<file path="config.mk">
export PLATFORM = sky130hd
export DESIGN_NAME = usb_tx_ctrl_flat
export DESIGN_NICKNAME = d
export VERILOG_FILES = /design/src/rtl/usb_tx_if.sv /design/src/rtl/usb_tx_ctrl.sv /design/src/flat_wrapper.sv
export SDC_FILE = /design/constraint.sdc
export NUM_CORES = 1
export LEC_CHECK = 0
export BUFFER_PORTS_ARGS = -buffer_cell sky130_fd_sc_hd__buf_4
export CAP_MARGIN = 20
export CORE_ASPECT_RATIO = 1.1
export CORE_MARGIN = 2
export CORE_UTILIZATION = 42
export CTS_CLUSTER_DIAMETER = 40
export DETAILED_ROUTE_END_ITERATION = 6
export GPL_ROUTABILITY_DRIVEN = 1
export PLACE_DENSITY = 0.7
export SLEW_MARGIN = 20
export SYNTH_ARGS = -nofsm -noshare
export SYNTH_HDL_FRONTEND = slang
export SYNTH_SLANG_ARGS = --single-unit
</file>
<file path="constraint.sdc">
create_clock -name clk -period 4 [get_ports clk]
set_input_delay 0.4 -clock clk [delete_from_list [all_inputs] [get_ports clk]]
set_output_delay 0.4 -clock clk [all_outputs]
set_load 0.02 [all_outputs]
</file>
<file path="src/rtl/usb_tx_if.sv">
// Packet request and line-drive bundle between a packet source and the USB transmit controller.
interface usb_tx_if;
  logic        tx_start;
  logic [1:0]  tx_type;
  logic [63:0] tx_data;
  logic        tx_busy;
  logic        tx_done;
  logic        dp_out;
  logic        dm_out;

  modport master (output tx_start, tx_type, tx_data,
                  input  tx_busy, tx_done, dp_out, dm_out);
  modport slave  (input  tx_start, tx_type, tx_data,
                  output tx_busy, tx_done, dp_out, dm_out);
endinterface

</file>
<file path="src/rtl/usb_tx_ctrl.sv">
// USB low-level packet transmitter: SYNC/PID/payload/CRC with NRZI, bit stuffing and EOP.
// Start accepted in IDLE only; line changes on bit boundaries, first SYNC bit the cycle after acceptance.
module usb_tx_ctrl #(
  parameter int CLKS_PER_BIT = 8
) (
  input logic     clk,
  input logic     n_rst,
  usb_tx_if.slave bus
);
  localparam logic [2:0] IDLE       = 3'd0;
  localparam logic [2:0] SEND_SYNC  = 3'd1;
  localparam logic [2:0] SEND_PID   = 3'd2;
  localparam logic [2:0] SEND_CRC5  = 3'd3;
  localparam logic [2:0] SEND_DATA  = 3'd4;
  localparam logic [2:0] SEND_CRC16 = 3'd5;
  localparam logic [2:0] EOP_SE0    = 3'd6;
  localparam logic [2:0] EOP_J      = 3'd7;

  localparam int CW = $clog2(CLKS_PER_BIT);
  localparam logic [CW-1:0] CNT_LAST = CW'(CLKS_PER_BIT - 1);
  localparam logic [CW-1:0] CNT_PRE  = CW'(CLKS_PER_BIT - 2);

  logic [2:0]    state, nxt_state;
  logic [CW-1:0] clk_cnt;
  logic [5:0]    bit_idx, nxt_idx;
  logic [2:0]    ones;
  logic [1:0]    pkt_type;
  logic [63:0]   pkt_data;
  logic [4:0]    crc5, crc5_nxt;
  logic [15:0]   crc16, crc16_nxt;
  logic [7:0]    pid;
  logic          nxt_bit, nxt_is_field, bit_end;
  logic          dp, dm, busy, done;

  assign bus.dp_out  = dp;
  assign bus.dm_out  = dm;
  assign bus.tx_busy = busy;
  assign bus.tx_done = done;
  assign bit_end     = (clk_cnt == CNT_LAST);

  always_comb begin
    case (pkt_type)
      2'b00:   pid = 8'h96;
      2'b01:   pid = 8'h3C;
      default: pid = 8'h2D;
    endcase
  end

  // Position and value of the bit launched at the next bit boundary.
  always_comb begin
    nxt_state = state;
    nxt_idx   = bit_idx + 6'd1;
    case (state)
      SEND_SYNC:  if (bit_idx == 6'd7) begin nxt_state = SEND_PID; nxt_idx = 6'd0; end
      SEND_PID:   if (bit_idx == 6'd7) begin
                    nxt_idx = 6'd0;
                    case (pkt_type)
                      2'b00:   nxt_state = SEND_CRC5;
                      2'b01:   nxt_state = SEND_DATA;
                      default: nxt_state = EOP_SE0;
                    endcase
                  end
      SEND_CRC5:  if (bit_idx == 6'd4)  begin nxt_state = EOP_SE0;    nxt_idx = 6'd0; end
      SEND_DATA:  if (bit_idx == 6'd63) begin nxt_state = SEND_CRC16; nxt_idx = 6'd0; end
      SEND_CRC16: if (bit_idx == 6'd15) begin nxt_state = EOP_SE0;    nxt_idx = 6'd0; end
      EOP_SE0:    if (bit_idx == 6'd1)  begin nxt_state = EOP_J;      nxt_idx = 6'd0; end
      default:    ;
    endcase

    nxt_is_field = 1'b1;
    case (nxt_state)
      SEND_SYNC:  nxt_bit = (nxt_idx == 6'd7);
      SEND_PID:   nxt_bit = pid[nxt_idx[2:0]];
      SEND_CRC5:  nxt_bit = ~crc5[3'd4 - nxt_idx[2:0]];
      SEND_DATA:  nxt_bit = pkt_data[nxt_idx];
      SEND_CRC16: nxt_bit = ~crc16[4'd15 - nxt_idx[3:0]];
      default:    begin nxt_bit = 1'b1; nxt_is_field = 1'b0; end
    endcase

    crc5_nxt  = {crc5[3:0], 1'b0} ^ ((crc5[4] ^ nxt_bit) ? 5'h05 : 5'h00);
    crc16_nxt = {crc16[14:0], 1'b0} ^ ((crc16[15] ^ nxt_bit) ? 16'h8005 : 16'h0000);
  end

  always_ff @(posedge clk or negedge n_rst) begin
    if (!n_rst) begin
      state    <= IDLE;
      clk_cnt  <= '0;
      bit_idx  <= '0;
      ones     <= '0;
      pkt_type <= '0;
      pkt_data <= '0;
      crc5     <= 5'h1F;
      crc16    <= 16'hFFFF;
      dp       <= 1'b1;
      dm       <= 1'b0;
      busy     <= 1'b0;
      done     <= 1'b0;
    end else begin
      done <= 1'b0;
      if (state == IDLE) begin
        if (bus.tx_start && bus.tx_type != 2'b11) begin
          // First SYNC bit is a 0, so the line toggles J->K straight away.
          state    <= SEND_SYNC;
          pkt_type <= bus.tx_type;
          pkt_data <= bus.tx_data;
          clk_cnt  <= '0;
          bit_idx  <= '0;
          ones     <= '0;
          crc5     <= 5'h1F;
          crc16    <= 16'hFFFF;
          dp       <= 1'b0;
          dm       <= 1'b1;
          busy     <= 1'b1;
        end
      end else if (!bit_end) begin
        clk_cnt <= clk_cnt + 1'b1;
        if (state == EOP_J && clk_cnt == CNT_PRE)
          done <= 1'b1;
      end else begin
        clk_cnt <= '0;
        if (state == EOP_J) begin
          state <= IDLE;
          busy  <= 1'b0;
        end else if (ones == 3'd6) begin
          // Stuff bit: field position holds, line toggles for one bit time.
          dp   <= ~dp;
          dm   <= ~dm;
          ones <= 3'd0;
        end else begin
          state   <= nxt_state;
          bit_idx <= nxt_idx;
          if (nxt_is_field) begin
            if (!nxt_bit) begin
              dp <= ~dp;
              dm <= ~dm;
            end
            ones <= nxt_bit ? ones + 3'd1 : 3'd0;
            if (nxt_state == SEND_PID)  crc5  <= crc5_nxt;
            if (nxt_state == SEND_DATA) crc16 <= crc16_nxt;
          end else if (nxt_state == EOP_SE0) begin
            dp   <= 1'b0;
            dm   <= 1'b0;
            ones <= 3'd0;
          end else begin
            dp <= 1'b1;
            dm <= 1'b0;
          end
        end
      end
    end
  end
endmodule

</file>
<file path="src/flat_wrapper.sv">
// flat-port wrapper written by rule: the top's interface ports become plain ports
module usb_tx_ctrl_flat 
#(
  parameter int CLKS_PER_BIT = 8
)
  (clk, n_rst, bus_tx_start, bus_tx_type, bus_tx_data, bus_tx_busy, bus_tx_done, bus_dp_out, bus_dm_out);
  usb_tx_if bus_i ();
  input logic clk;
  input logic n_rst;
  input wire logic [$bits(bus_i.tx_start)-1:0] bus_tx_start;
  input wire logic [$bits(bus_i.tx_type)-1:0] bus_tx_type;
  input wire logic [$bits(bus_i.tx_data)-1:0] bus_tx_data;
  output wire logic [$bits(bus_i.tx_busy)-1:0] bus_tx_busy;
  output wire logic [$bits(bus_i.tx_done)-1:0] bus_tx_done;
  output wire logic [$bits(bus_i.dp_out)-1:0] bus_dp_out;
  output wire logic [$bits(bus_i.dm_out)-1:0] bus_dm_out;
  assign bus_i.tx_start = bus_tx_start;
  assign bus_i.tx_type = bus_tx_type;
  assign bus_i.tx_data = bus_tx_data;
  assign bus_tx_busy = bus_i.tx_busy;
  assign bus_tx_done = bus_i.tx_done;
  assign bus_dp_out = bus_i.dp_out;
  assign bus_dm_out = bus_i.dm_out;
  usb_tx_ctrl #(.CLKS_PER_BIT(CLKS_PER_BIT)) u_core (.clk(clk), .n_rst(n_rst), .bus(bus_i));
endmodule
</file>
== After elaboration in Yosys (flattened, before gate mapping) ==
Index checks and enable logic that the tools add are counted.
W data, S select, Z words.

* Bitwise logic cells: 8
* Reductions and logical operators: 20
* Equality and inequality tests: 29
* Add/subtract/negate cells: 5
* Muxes and demuxes: 82
* Magnitude comparators: 4

{| class="wikitable"
|+ Operators by type and width
! operator !! count
|-
| $mux W16 || 8
|-
| $mux W3 || 22
|-
| $mux W6 || 10
|-
| $mux W5 || 7
|-
| $eq A3 B3 Y1 const B || 10
|-
| $pmux W6 S5 || 1
|-
| $mux W1 || 26
|-
| $eq A6 B3 Y1 const B || 3
|-
| $pmux W3 S6 || 1
|-
| $pmux W8 S2 || 1
|-
| $xor A16 B16 Y16 || 1
|-
| $eq A3 B2 Y1 const B || 4
|-
| $reduce_and A4 Y1 || 3
|-
| $reduce_and A6 Y1 || 2
|-
| $reduce_bool A2 Y1 || 5
|-
| $lt A3 B4 Y1 const B || 2
|-
| $lt A6 B7 Y1 const B || 1
|-
| $add A3 B1 Y3 const B || 2
|-
| $add A6 B1 Y6 const B || 1
|-
| $bmux W1 S3 || 2
|-
| $bmux W1 S6 || 1
|-
| $eq A3 B1 Y1 const B || 2
|-
| $eq A6 B1 Y1 const B || 1
|-
| $eq A6 B4 Y1 const B || 1
|-
| 23 further kinds || 31
|}

* Register bits: 106
* Word-level logic and storage cells: 160
* Output and inout bits: 4

== Logic depth before layout (Yosys ltp) ==
Gate-level depths: netlist (run 1).

* Depth in word-level cells: 17
* Depth in mapped cells: 17

== Worst setup path after synthesis (run 1) ==
No wires, ideal clock.

* Kind: register to register
* From: register u_core.bit_idx[0]
* To: register u_core.dm, in the netlist u_core.bus.dm_out
* Arrival time: 3,780 ps
* Library setup time: 164 ps
* Data required time: 3,836 ps
* Stages on the path, launching flop included: 17
* Path slack: 57 ps
* Buffers on the path: 2
* Clock period less this slack: 3,943 ps
* Path through: dfrtp_1 -> clkbuf_1 -> inv_1 -> clkbuf_1 -> ha_1 -> and3_1 -> o211ai_1 -> o21ai_1 -> inv_1 -> ha_1 -> or3b_2 -> a31oi_1 -> o31ai_1 -> a211oi_4 -> nor2_1 -> o21ai_0 -> o311ai_0

* Cells in the longest elaborated chain, start to end: 11

{| class="wikitable"
|+ Ends and longest elaborated chain
! what !! RTL line !! RTL
|-
| from (decl) || usb_tx_ctrl.sv:25 || <nowiki>logic [5:0] bit_idx, nxt_idx;</nowiki>
|-
| from (signal assigned) || usb_tx_ctrl.sv:131 || <nowiki>bit_idx <= nxt_idx;</nowiki>
|-
| branches (longest 11 deep; another with $add A6 B1 Y6) || -- ||
|-
| to (signal assigned) || usb_tx_ctrl.sv:127 || <nowiki>dm <= ~dm;</nowiki>
|-
| to (signal assigned) || usb_tx_ctrl.sv:135 || <nowiki>dm <= ~dm;</nowiki>
|-
| to (decl) || usb_tx_ctrl.sv:33 || <nowiki>logic dp, dm, busy, done;</nowiki>
|}

Several ways; the timed one is not identified. The select of a mux whose other input is x is not followed.
A chain may end at the register's enable or synchronous reset.

== Worst setup path in the final report (run 1) ==
* From: register u_core.bit_idx[1]
* To: register u_core.crc16[2]

* Cells in the longest elaborated chain, start to end: 17

{| class="wikitable"
|+ Ends and longest elaborated chain
! what !! RTL line !! RTL
|-
| $add A6 B1 Y6, or another cell as far along || usb_tx_ctrl.sv:52 || <nowiki>nxt_idx = bit_idx + 6'd1;</nowiki>
|-
| $mux W6, on equally long branches || -- ||
|-
| $pmux W6 S5 || usb_tx_ctrl.sv:53 || <nowiki>case (state)</nowiki>
|-
| $sub A4 B4 Y4 or $sub A3 B3 Y3 (tied branches) || usb_tx_ctrl.sv:76, usb_tx_ctrl.sv:74 ||
|-
| $bmux W1 S4 or $bmux W1 S3 (tied branches) || usb_tx_ctrl.sv:76, usb_tx_ctrl.sv:74 ||
|-
| $mux W1, on equally long branches || usb_tx_ctrl.sv:76, usb_tx_ctrl.sv:74 ||
|-
| $not A1 Y1, on equally long branches || usb_tx_ctrl.sv:76, usb_tx_ctrl.sv:74 ||
|-
| $pmux W1 S5 || usb_tx_ctrl.sv:71 || <nowiki>case (nxt_state)</nowiki>
|-
| $xor A1 B1 Y1 || usb_tx_ctrl.sv:81 || <nowiki>crc16_nxt = {crc16[14:0], 1'b0} ^ ((crc16[15] ^ nxt_bit) ? 16'h8005 : 16'h0000);</nowiki>
|-
| $mux W16 || usb_tx_ctrl.sv:81 ||
|-
| $xor A16 B16 Y16 || usb_tx_ctrl.sv:81 ||
|-
| $mux W16 || usb_tx_ctrl.sv:139 || <nowiki>if (nxt_state == SEND_DATA) crc16 <= crc16_nxt;</nowiki>
|-
| $mux W16 || usb_tx_ctrl.sv:132 || <nowiki>if (nxt_is_field) begin</nowiki>
|-
| $mux W16 || usb_tx_ctrl.sv:124 || <nowiki>end else if (ones == 3'd6) begin</nowiki>
|-
| $mux W16 || usb_tx_ctrl.sv:121 || <nowiki>if (state == EOP_J) begin</nowiki>
|-
| $mux W16 || usb_tx_ctrl.sv:115 || <nowiki>end else if (!bit_end) begin</nowiki>
|-
| $mux W16 || usb_tx_ctrl.sv:100 || <nowiki>if (state == IDLE) begin</nowiki>
|-
| to (signal assigned) || usb_tx_ctrl.sv:139 ||
|-
| to (decl) || usb_tx_ctrl.sv:30 || <nowiki>logic [15:0] crc16, crc16_nxt;</nowiki>
|}

Several ways; a longest one is shown, not always the timed one. The select of a mux whose other input is x is not followed.

==> results_dict.tcl, run 1 <==
set metrics [dict create \
    antennaDiodeCount 0 \
    yosys.area.top_type "dfrtp_1" \
    numCtsBuffers 9 \
    ff2ff_path_depth 14 \
    power_frac_seq_pct 33.3 \
    crit_chain "ha_4 -> nand3_1 -> o311ai_2 -> o211ai_1 -> o21ai_2 -> inv_1 -> ha_1 -> or3b_2 -> a31oi_2 -> o31ai_2 -> a211oi_4 -> xnor2_2 -> xnor2_1 -> a31oi_1" \
    setup-violations-final 0 \
    reg2reg_slack_ns 0.15 \
    max_stage_delay_ns 0.49 \
    cts_buffer_depth 2 \
    p_comb_share_pct 53.1 \
    crit_start "u_core.bit_idx[1]$_DFFE_PN0P_" \
    skew_ns 0.008346 \
    ant_nets 0 \
    placedInstanceArea_um2 6992 \
    fin_cells 859 \
    worst_hold_slack_ns 0.1608 \
    hold_class "input port to async pin" \
    critPathMaxFanout 8 \
    p_leak_nw 3.162 \
    ys_async_sr_fraction_pct 100.0 \
    critPathSlowestCell "or3b_2" \
    rows 46 \
    cts_tree "built" \
    die_w_um 118.5 \
    wl_per_cell_um 18.02 \
    cellPowerDensity_nw_per_um2 819.0 \
    yosysUniqueCellTypes 78 \
    crit_type "flop to flop" \
    vias_per_cell 5.792 \
    swShare_pct 40.01 \
    dpl.hpwl_um 11380 \
    finalWeightedCongestion 0.9028 \
    max-slew-margin-rel_pct 38.99 \
    syn_area_um2 6052 \
    start_kind "flop" \
    synthesis.nets 641 \
    cp_num_cells 14 \
    ys_seq_area_share_pct 44.28 \
    timing.final.crit_period_ns 3.850 \
    io_pins 73 \
    yosysTopAreaCellShare_pct 34.73 \
    path_clk_slew_ns 0.07 \
    wl_um 15480 \
    fin_area_um2 7441 \
    power_mw 6.094 \
    synth.area.top_cells "dfrtp_1 (35%), mux2_2 (13%), dfstp_2 (9.6%)" \
    htreeDepth 3 \
    initial_core_util_pct 42.40 \
    drv_cap 0 \
    clock.fmax_mhz 259.8 \
    p_clk_share_pct 13.6 \
    worstReg2RegStart "u_core.bit_idx[1]$_DFFE_PN0P_" \
    io_buffers 72 \
    grt_overflow 0 \
    insertion_delay_ns 0.35 \
    grt_max_degree 74 \
    nets 741 \
    ys_ff_latch 106 \
    ctsHoldBuffers 0 \
    crit_arrival_ns 4.13 \
    switching_power_mw 2.438 \
    ir_drop_mv 0.4101 \
    drc 0 \
    worstReg2RegEnd "u_core.crc16[2]$_DFFE_PN1P_" \
    via_count 4975 \
    drt_pass1_iterations 4 \
    run_status "finished clean" \
    cts_root_buffer "clkbuf_16" \
    syn_inst 562 \
    cp_num_buf_inv 1 \
    p_int_mw 3.656 \
    cp-end-kind "flop" \
    die_area_um2 15390 \
    placed_cells 834 \
    tightest_slew_ns 0.9152 \
    antenna_found_initial 0 \
    drv_slew 0 \
    drive_gt1_share_pct 40.63 \
    crit_family "compound AO/OA/AOI/OAI gates" \
    grt_pass1_vias 5101 \
    synth_edf_count 0 \
    ys_warn_count 0 \
    grt_pass1_wl_um 25830 \
    finalHoldViolCount 0 \
    syn_avg_cell_area_um2 10.77 \
    synthFlopType "dfrtp_1" \
    fin_crit_sh_pct 96.24 \
    areaGrowthSynthToFinish_pct 22.95 \
    die_h_um 129.9 \
    core_area_um2 14270 \
    initialDrtViolationCount 380 \
    grt_use_total_pct 21.14 \
    cp-endpoint "u_core.crc16[2]$_DFFE_PN1P_" \
    cp.required_ns 4.28 \
    cts_sinks 106 \
]
==> Yosys cell counts (8+ instances only) <==
library cell  instances
clkbuf_1             15
o22a_1               18
mux2i_1              10
xnor2_1               9
nand2_1              45
buf_1                 8
mux2_2               72
a21oi_1              18
o21ai_0              25
nor2_1               31
nor3_1               11
dfrtp_1              84
dfstp_2              22
ha_1                 10
inv_1                14
nand3_1              14
==> timing repair <==
action	4_1_cts	5_1_grt
setup endpoints to repair	0	9
resized for setup	0	26
buffers inserted	0	9
==> placed cells by master, fill, tap and decap left out, drive strengths merged, types with 11 or more instances in the layout <==
cell	n
clkbuf	11
dfstp	22
o22a	18
buf	124
nand2	45
mux2	72
inv	17
o21ai	28
nand3	14
nor3	11
a21oi	21
dfrtp	84
nor2	32
==> worst min path at each step <==
stage	start	end	slack, ns	cells after the start
floorplan	n_rst	u_core.bit_idx[0]$_DFFE_PN0P_	0.10	0
global placement	u_core.pkt_data[14]$_DFFE_PN0P_	u_core.pkt_data[14]$_DFFE_PN0P_	0.49	1
detailed placement	u_core.pkt_data[16]$_DFFE_PN0P_	u_core.pkt_data[16]$_DFFE_PN0P_	0.50	1
CTS	n_rst	u_core.pkt_data[15]$_DFFE_PN0P_	0.21	1
global route	n_rst	u_core.pkt_data[10]$_DFFE_PN0P_	0.25	1
finish	n_rst	u_core.pkt_data[15]$_DFFE_PN0P_	0.16	1
==> flip-flops by register name (all words and copies together) (netlist names) <==
register,count
u_core.pkt_data,64
u_core.bus.tx_busy,1
u_core.clk_cnt,3
u_core.bit_idx,6
u_core.pkt_type,2
u_core.bus.tx_done,1
u_core.crc5,5
u_core.bus.dp_out,1
u_core.ones,3
u_core.state,3
u_core.crc16,16
u_core.bus.dm_out,1
==> area by class of cell <==
cell class	instances	area [µm²]
clock buffer	11	232.7
clock inverter	5	37.54
fill	1301	6833
inverter	14	52.55
multi-input combinational	407	3261
sequential	106	2683
tap	192	240.2
timing repair buffer	124	934.6
==> cell families after synthesis <==
kind of cell / Yosys count / share of synthesized area (%)
flops: 106 / 44.28
buf+inv: 49 / 3.618
mux: 87 / 16.97
simple gates: 155 / 13.48
fa+ha+maj: 10 / 2.067
compound gates: 143 / 17.84
xor+xnor: 12 / 1.737
==> metrics by stage <==
stage	TNS [ns]	utilization (%)	setup WS [ns]
after floorplan	0	-	0.05658
after detailed placement	0	48.98	0.04652
final	0	52.13	0.1504
after CTS	0	50.88	0.02869
after global placement	0	48.98	0.2148
after global routing	-0.3370	52.13	-0.08939
==> power by group through the flow <==
stage	logic [mW]	clock network [mW]	registers (mW)
floorplan	2.12	0	1.87
global placement	2.88	0	2.00
detailed placement	2.97	0	2.03
CTS	2.99	0.855	2.02
global route	3.54	0.900	2.10
finish	3.24	0.829	2.03
==> layer usage <==
metal  global-route usage, %  up-vias  wire length, µm  share of wire (%)
met5                       0        -                0                  0
met4                   5.952        0              233                1.5
met3                   5.507       17              782                5.1
met2                   36.45      151             7654                 49
met1                   26.49     2467             6813                 44
li1                        -     2340                -                  -
==> worst register-to-register path, cell delays in order (launching register included) <==
cell and delay [ns]:
dfrtp_1 0.46, ha_4 0.19, nand3_1 0.15, o311ai_2 0.38, o211ai_1 0.20, o21ai_2 0.25, inv_1 0.09, ha_1 0.33
or3b_2 0.49, a31oi_2 0.15, o31ai_2 0.10, a211oi_4 0.49, xnor2_2 0.17, xnor2_1 0.15, a31oi_1 0.17
Note: power is estimated with default switching activity, not from simulation.
==> run 2, diff against run 1 <==
- BUFFER_PORTS_ARGS: -buffer_cell sky130_fd_sc_hd__buf_4 -> -buffer_cell sky130_fd_sc_hd__buf_2
==> results_dict.tcl, run 2 (synthesis gave the netlist of run 1 again) <==
set metrics [dict create \
    run_status "finished clean" \
    cp.required_ns 4.28 \
    drive_gt1_share_pct 38.41 \
    numCtsBuffers 9 \
    finalHoldViolCount 0 \
    top_regs "u_core.pkt_data: 64 flops, u_core.crc16: 16 flops, u_core.bit_idx: 6 flops" \
    drt_pass1_iterations 5 \
    hold_class "input port to async pin" \
    antennaDiodeCount 0 \
    areaGrowthSynthToFinish_pct 17.47 \
    p_clk_share_pct 14.1 \
    grt_max_degree 72 \
    io_buffers 72 \
    power_mw 5.877 \
    ctsHoldBuffers 0 \
    mostFrequentLayoutCells "dfrtp_1 (82), mux2_2 (72), buf_2 (71)" \
    largest_reg_flops 64 \
    antenna_found_initial 0 \
    dpl.hpwl_um 10970 \
    grt_pass1_vias 5097 \
    initialDrtViolationCount 388 \
    grt_pass1_wl_um 25720 \
    cts_buffer_depth 2 \
    crit_type "flop to flop" \
    p_leak_nw 3.023 \
    wl_per_cell_um 17.70 \
    die_h_um 129.9 \
    grt_overflow 0 \
    tightest_slew_ns 0.8857 \
    top_register "u_core.pkt_data" \
    drc 0 \
    wl_um 15010 \
    power_frac_seq_pct 34.3 \
    max-slew-margin-rel_pct 40.95 \
    cts_tree "built" \
    switching_power_mw 2.359 \
    p_comb_share_pct 51.6 \
    final_common_cell "dfrtp_1" \
    setup-violations-final 0 \
    fin_crit_sh_pct 95.30 \
    insertion_delay_ns 0.35 \
    htreeDepth 3 \
    critPathMaxFanout 7 \
    tns_ns 0 \
    drv_slew 0 \
    cts_root_buffer "clkbuf_16" \
    ant_nets 0 \
    swShare_pct 40.14 \
    crit_arrival_ns 4.09 \
    cellPowerDensity_nw_per_um2 826.6 \
    ir_drop_mv 0.3877 \
    die_area_um2 15390 \
    via_count 4903 \
    vias_per_cell 5.782 \
    skew_ns 0.01260 \
    grt_use_total_pct 20.85 \
    n_fill_cell 1313 \
    nets 730 \
    io_pins 73 \
    start_kind "flop" \
    timing.final.crit_period_ns 3.812 \
    core_area_um2 14270 \
    drv_cap 0 \
    initial_core_util_pct 42.40 \
    cts_sinks 106 \
    p_int_mw 3.518 \
    rows 46 \
    path_clk_slew_ns 0.07 \
    clock.fmax_mhz 262.3 \
    cp-end-kind "flop" \
    die_w_um 118.5 \
    finalWeightedCongestion 0.9333 \
]
-- run 2: per-layer routing --
metal	part of all wire, %	vias up	track usage [%]
met5	0	-	0
met4	1.9	0	6.513
met3	5.4	20	4.808
met2	48	152	35.02
met1	44	2431	27.03
li1	-	2300	-
-- run 2: final timing paths --
check / start / to / slack [ns] / depth (start not counted)
max: u_core.bit_idx[1]$_DFFE_PN0P_ / u_core.crc16[2]$_DFFE_PN1P_ / 0.19 / 16
min: n_rst / u_core.pkt_data[14]$_DFFE_PN0P_ / 0.15 / 1
max reg2reg: u_core.bit_idx[1]$_DFFE_PN0P_ / u_core.crc16[2]$_DFFE_PN1P_ / 0.19 / 16
min reg2reg: u_core.pkt_data[47]$_DFFE_PN0P_ / u_core.pkt_data[47]$_DFFE_PN0P_ / 0.50 / 1
max in group asynchronous: n_rst / u_core.bus.dp_out$_DFFE_PN1P_ / 2.82 / 2
min in group clk: bus_tx_data[39] / u_core.pkt_data[39]$_DFFE_PN0P_ / 0.27 / 2
-- run 2: power groups by stage --
stage | clock network, mW | registers, mW | logic (mW)
after floorplan | 0 | 1.87 | 2.12
after global placement | 0 | 1.98 | 2.86
after detailed placement | 0 | 2.02 | 2.95
after CTS | 0.848 | 2.01 | 2.97
after global routing | 0.905 | 2.09 | 3.31
final | 0.827 | 2.02 | 3.03
-- run 2: worst max-delay path, cell delays in order, from the launching register on --
cell and delay [ns]:
dfrtp_2 0.41, inv_1 0.07, ha_1 0.21, nand4bb_1 0.13
nor2_1 0.08, or4_4 0.56, a21oi_4 0.15, inv_1 0.07
ha_1 0.21, xnor2_1 0.16, or3b_2 0.45, a31oi_1 0.19
o31ai_1 0.13, a211oi_4 0.39, xnor2_1 0.18, xnor2_1 0.15
a31oi_1 0.17
-- run 2: stage by stage --
stage | worst slack, ns | cell area [µm²] | cells | util [%] | hold WS, ns
floorplan | 0.05658 | 6052 | 562 | - | 0.1044
global placement | 0.2397 | 6784 | 830 | 47.53 | 0.4822
detailed placement | 0.07873 | 6784 | 830 | 47.53 | 0.4907
CTS | 0.06714 | 7054 | 846 | 49.42 | 0.1995
global route | -0.01571 | 7109 | 848 | 49.81 | 0.2282
finish | 0.1878 | 7109 | 848 | 49.81 | 0.1503
-- run 2: final cells by class --
| class | instances | area, µm² | area share (%) |
|---|---|---|---|
| Inverter | 14 | 52.55 | 0.7392 |
| Clock inverter | 5 | 37.54 | 0.5280 |
| Timing Repair Buffer | 113 | 670.6 | 9.433 |
| Clock buffer | 11 | 232.7 | 3.273 |
| Tap cell | 192 | 240.2 | 3.379 |
| Sequential cell | 106 | 2683 | 37.73 |
| Multi-Input combinational cell | 407 | 3193 | 44.91 |
-- run 2: repair_timing --
action | in CTS | in global routing
hold endpoints to repair | 0 | 0
gates resized for setup | 0 | 12
setup endpoints to repair | 0 | 9
buffers inserted | 0 | 2
==> run 3, diff against run 2 <==
- SETUP_SLACK_MARGIN: not set -> 0.3
- clock period: 4 -> 3.1 ns (I/O delays scaled with it)
==> results_dict.tcl, run 3 (synthesis gave the netlist of run 1 again) <==
set metrics [dict create \
    finalWeightedCongestion 0.9062 \
    drt_pass1_iterations 5 \
    cp.required_ns 3.30 \
    tns_ns -4.190 \
    grt_pass1_vias 5375 \
    crit_arrival_ns 3.78 \
    grt_pass1_wl_um 26580 \
    top_regs "u_core.pkt_data: 64 flops, u_core.crc16: 16 flops, u_core.bit_idx: 6 flops" \
    setup-violations-final 10 \
    n_fill_cell 1256 \
    insertion_delay_ns 0.36 \
    wl_per_cell_um 17.65 \
    cts_sinks 106 \
    drc 0 \
    io_pins 73 \
    hold_class "input port to async pin" \
    final_core_util_pct 56.30 \
    setup_slack_ns -0.4879 \
    die_h_um 129.9 \
    rows 46 \
    max-slew-margin-rel_pct 52.09 \
    start_kind "flop" \
    nets 798 \
    worst_hold_slack_ns -0.01608 \
    via_count 5238 \
    path_clk_slew_ns 0.07 \
    htreeDepth 3 \
    dp_slack_ns -0.4891 \
    io_buffers 72 \
    die_area_um2 15390 \
    vias_per_cell 5.718 \
    critPathMaxFanout 6 \
    finalHoldViolCount 21 \
    grt_use_total_pct 21.66 \
    dpl.hpwl_um 11680 \
    rsz0062_at_grt "yes" \
    skew_ns 0.007574 \
    ant_nets 0 \
    initialDrtViolationCount 373 \
    drive_gt1_share_pct 50.28 \
    ir_drop_mv 0.6185 \
    areaGrowthSynthToFinish_pct 32.79 \
    antenna_found_initial 0 \
    antennaDiodeCount 0 \
    final_common_cell "buf_4" \
    numCtsBuffers 9 \
    wl_um 16170 \
    fin_crit_sh_pct 115.7 \
    cts_root_buffer "clkbuf_16" \
    top_register "u_core.pkt_data" \
    core_area_um2 14270 \
    cellPowerDensity_nw_per_um2 1114 \
    initial_core_util_pct 42.40 \
    drv_slew 0 \
    die_w_um 118.5 \
    cts_tree "built" \
    largest_reg_flops 64 \
    p_leak_nw 3.432 \
    run_status "finished with violations" \
    tightest_slew_ns 0.7138 \
    drv_cap 0 \
    grt_overflow 0 \
    cp-end-kind "flop" \
    crit_type "flop to flop" \
    grt_max_degree 81 \
    clock.fmax_mhz 278.7 \
    timing.final.crit_period_ns 3.588 \
    cts_buffer_depth 2 \
    mostFrequentLayoutCells "buf_4 (102), dfrtp_1 (78), mux2_2 (72)" \
    violations "negative hold slack, negative setup slack" \
]
-- run 3: path summary, 6_finish.rpt --
path                                            startpoint                              end  slack (ns)  cells past startpoint
setup / recovery             u_core.bit_idx[0]$_DFFE_PN0P_    u_core.bus.dm_out$_DFFE_PN0P_       -0.49                     16
hold / removal                                       n_rst  u_core.pkt_data[43]$_DFFE_PN0P_       -0.02                      1
setup reg to reg             u_core.bit_idx[0]$_DFFE_PN0P_    u_core.bus.dm_out$_DFFE_PN0P_       -0.49                     16
hold reg to reg            u_core.pkt_data[27]$_DFFE_PN0P_  u_core.pkt_data[27]$_DFFE_PN0P_        0.50                      1
max in group asynchronous                            n_rst  u_core.pkt_data[16]$_DFFE_PN0P_        2.39                      2
min in group clk                            bus_tx_data[5]   u_core.pkt_data[5]$_DFFE_PN0P_        0.18                      2
-- run 3: layer usage --
metal | vias up | share of wire (%) | track usage, %
li1 | 2452 | - | -
met1 | 2593 | 43 | 27.09
met2 | 166 | 50 | 37.78
met3 | 27 | 4.9 | 3.759
met4 | 0 | 2.3 | 8.403
met5 | - | 0 | 0
-- run 3: per-stage QoR --
stage                     instance area (µm²)  cells  total power [mW]
after floorplan                          6217    562             5.437
after CTS                                7836    910             8.548
after global placement                   7393    890             6.990
final                                    8036    916             8.950
after global routing                     8036    916             9.537
after detailed placement                 7393    890             7.153
-- run 3: final cells by class --
| type | instances | area (µm²) | share of cell area (%) |
|---|---|---|---|
| clock buffers | 12 | 256.5 | 3.192 |
| clock inverters | 4 | 33.78 | 0.4204 |
| inverters | 14 | 57.56 | 0.7162 |
| multi-input cells | 407 | 3528 | 43.90 |
| flip-flops and latches | 106 | 2688 | 33.44 |
| well taps | 192 | 240.2 | 2.989 |
| repair buffers | 181 | 1232 | 15.34 |
-- run 3: what timing repair did --
| item | 4_1_cts | 5_1_grt |
|---|---|---|
| hold buffers | 0 | 0 |
| endpoints found under the setup margin | 10 | 14 |
| resized for setup | 29 | 32 |
| pin swaps | 8 | 28 |
| buffers inserted | 4 | 6 |
-- run 3: worst max-delay path, cell delays in order (launching register included) --
cell	delay, ns
dfrtp_2	0.48
ha_4	0.20
nand4bb_4	0.13
nor2_4	0.05
or4_4	0.56
a21oi_4	0.15
inv_2	0.07
ha_4	0.17
xnor2_4	0.15
or3b_4	0.41
a31oi_4	0.21
o31ai_4	0.10
a211oi_4	0.27
buf_6	0.17
nor2_4	0.04
o21ai_2	0.15
o311ai_2	0.12
-- run 3: report_power, final --
group | switching [mW] | leakage, nW | total [mW] | internal (mW)
registers | 0.493 | 1.25 | 2.61 | 2.12
clock network | 0.506 | 0.140 | 1.10 | 0.596
logic | 2.52 | 2.04 | 5.24 | 2.72
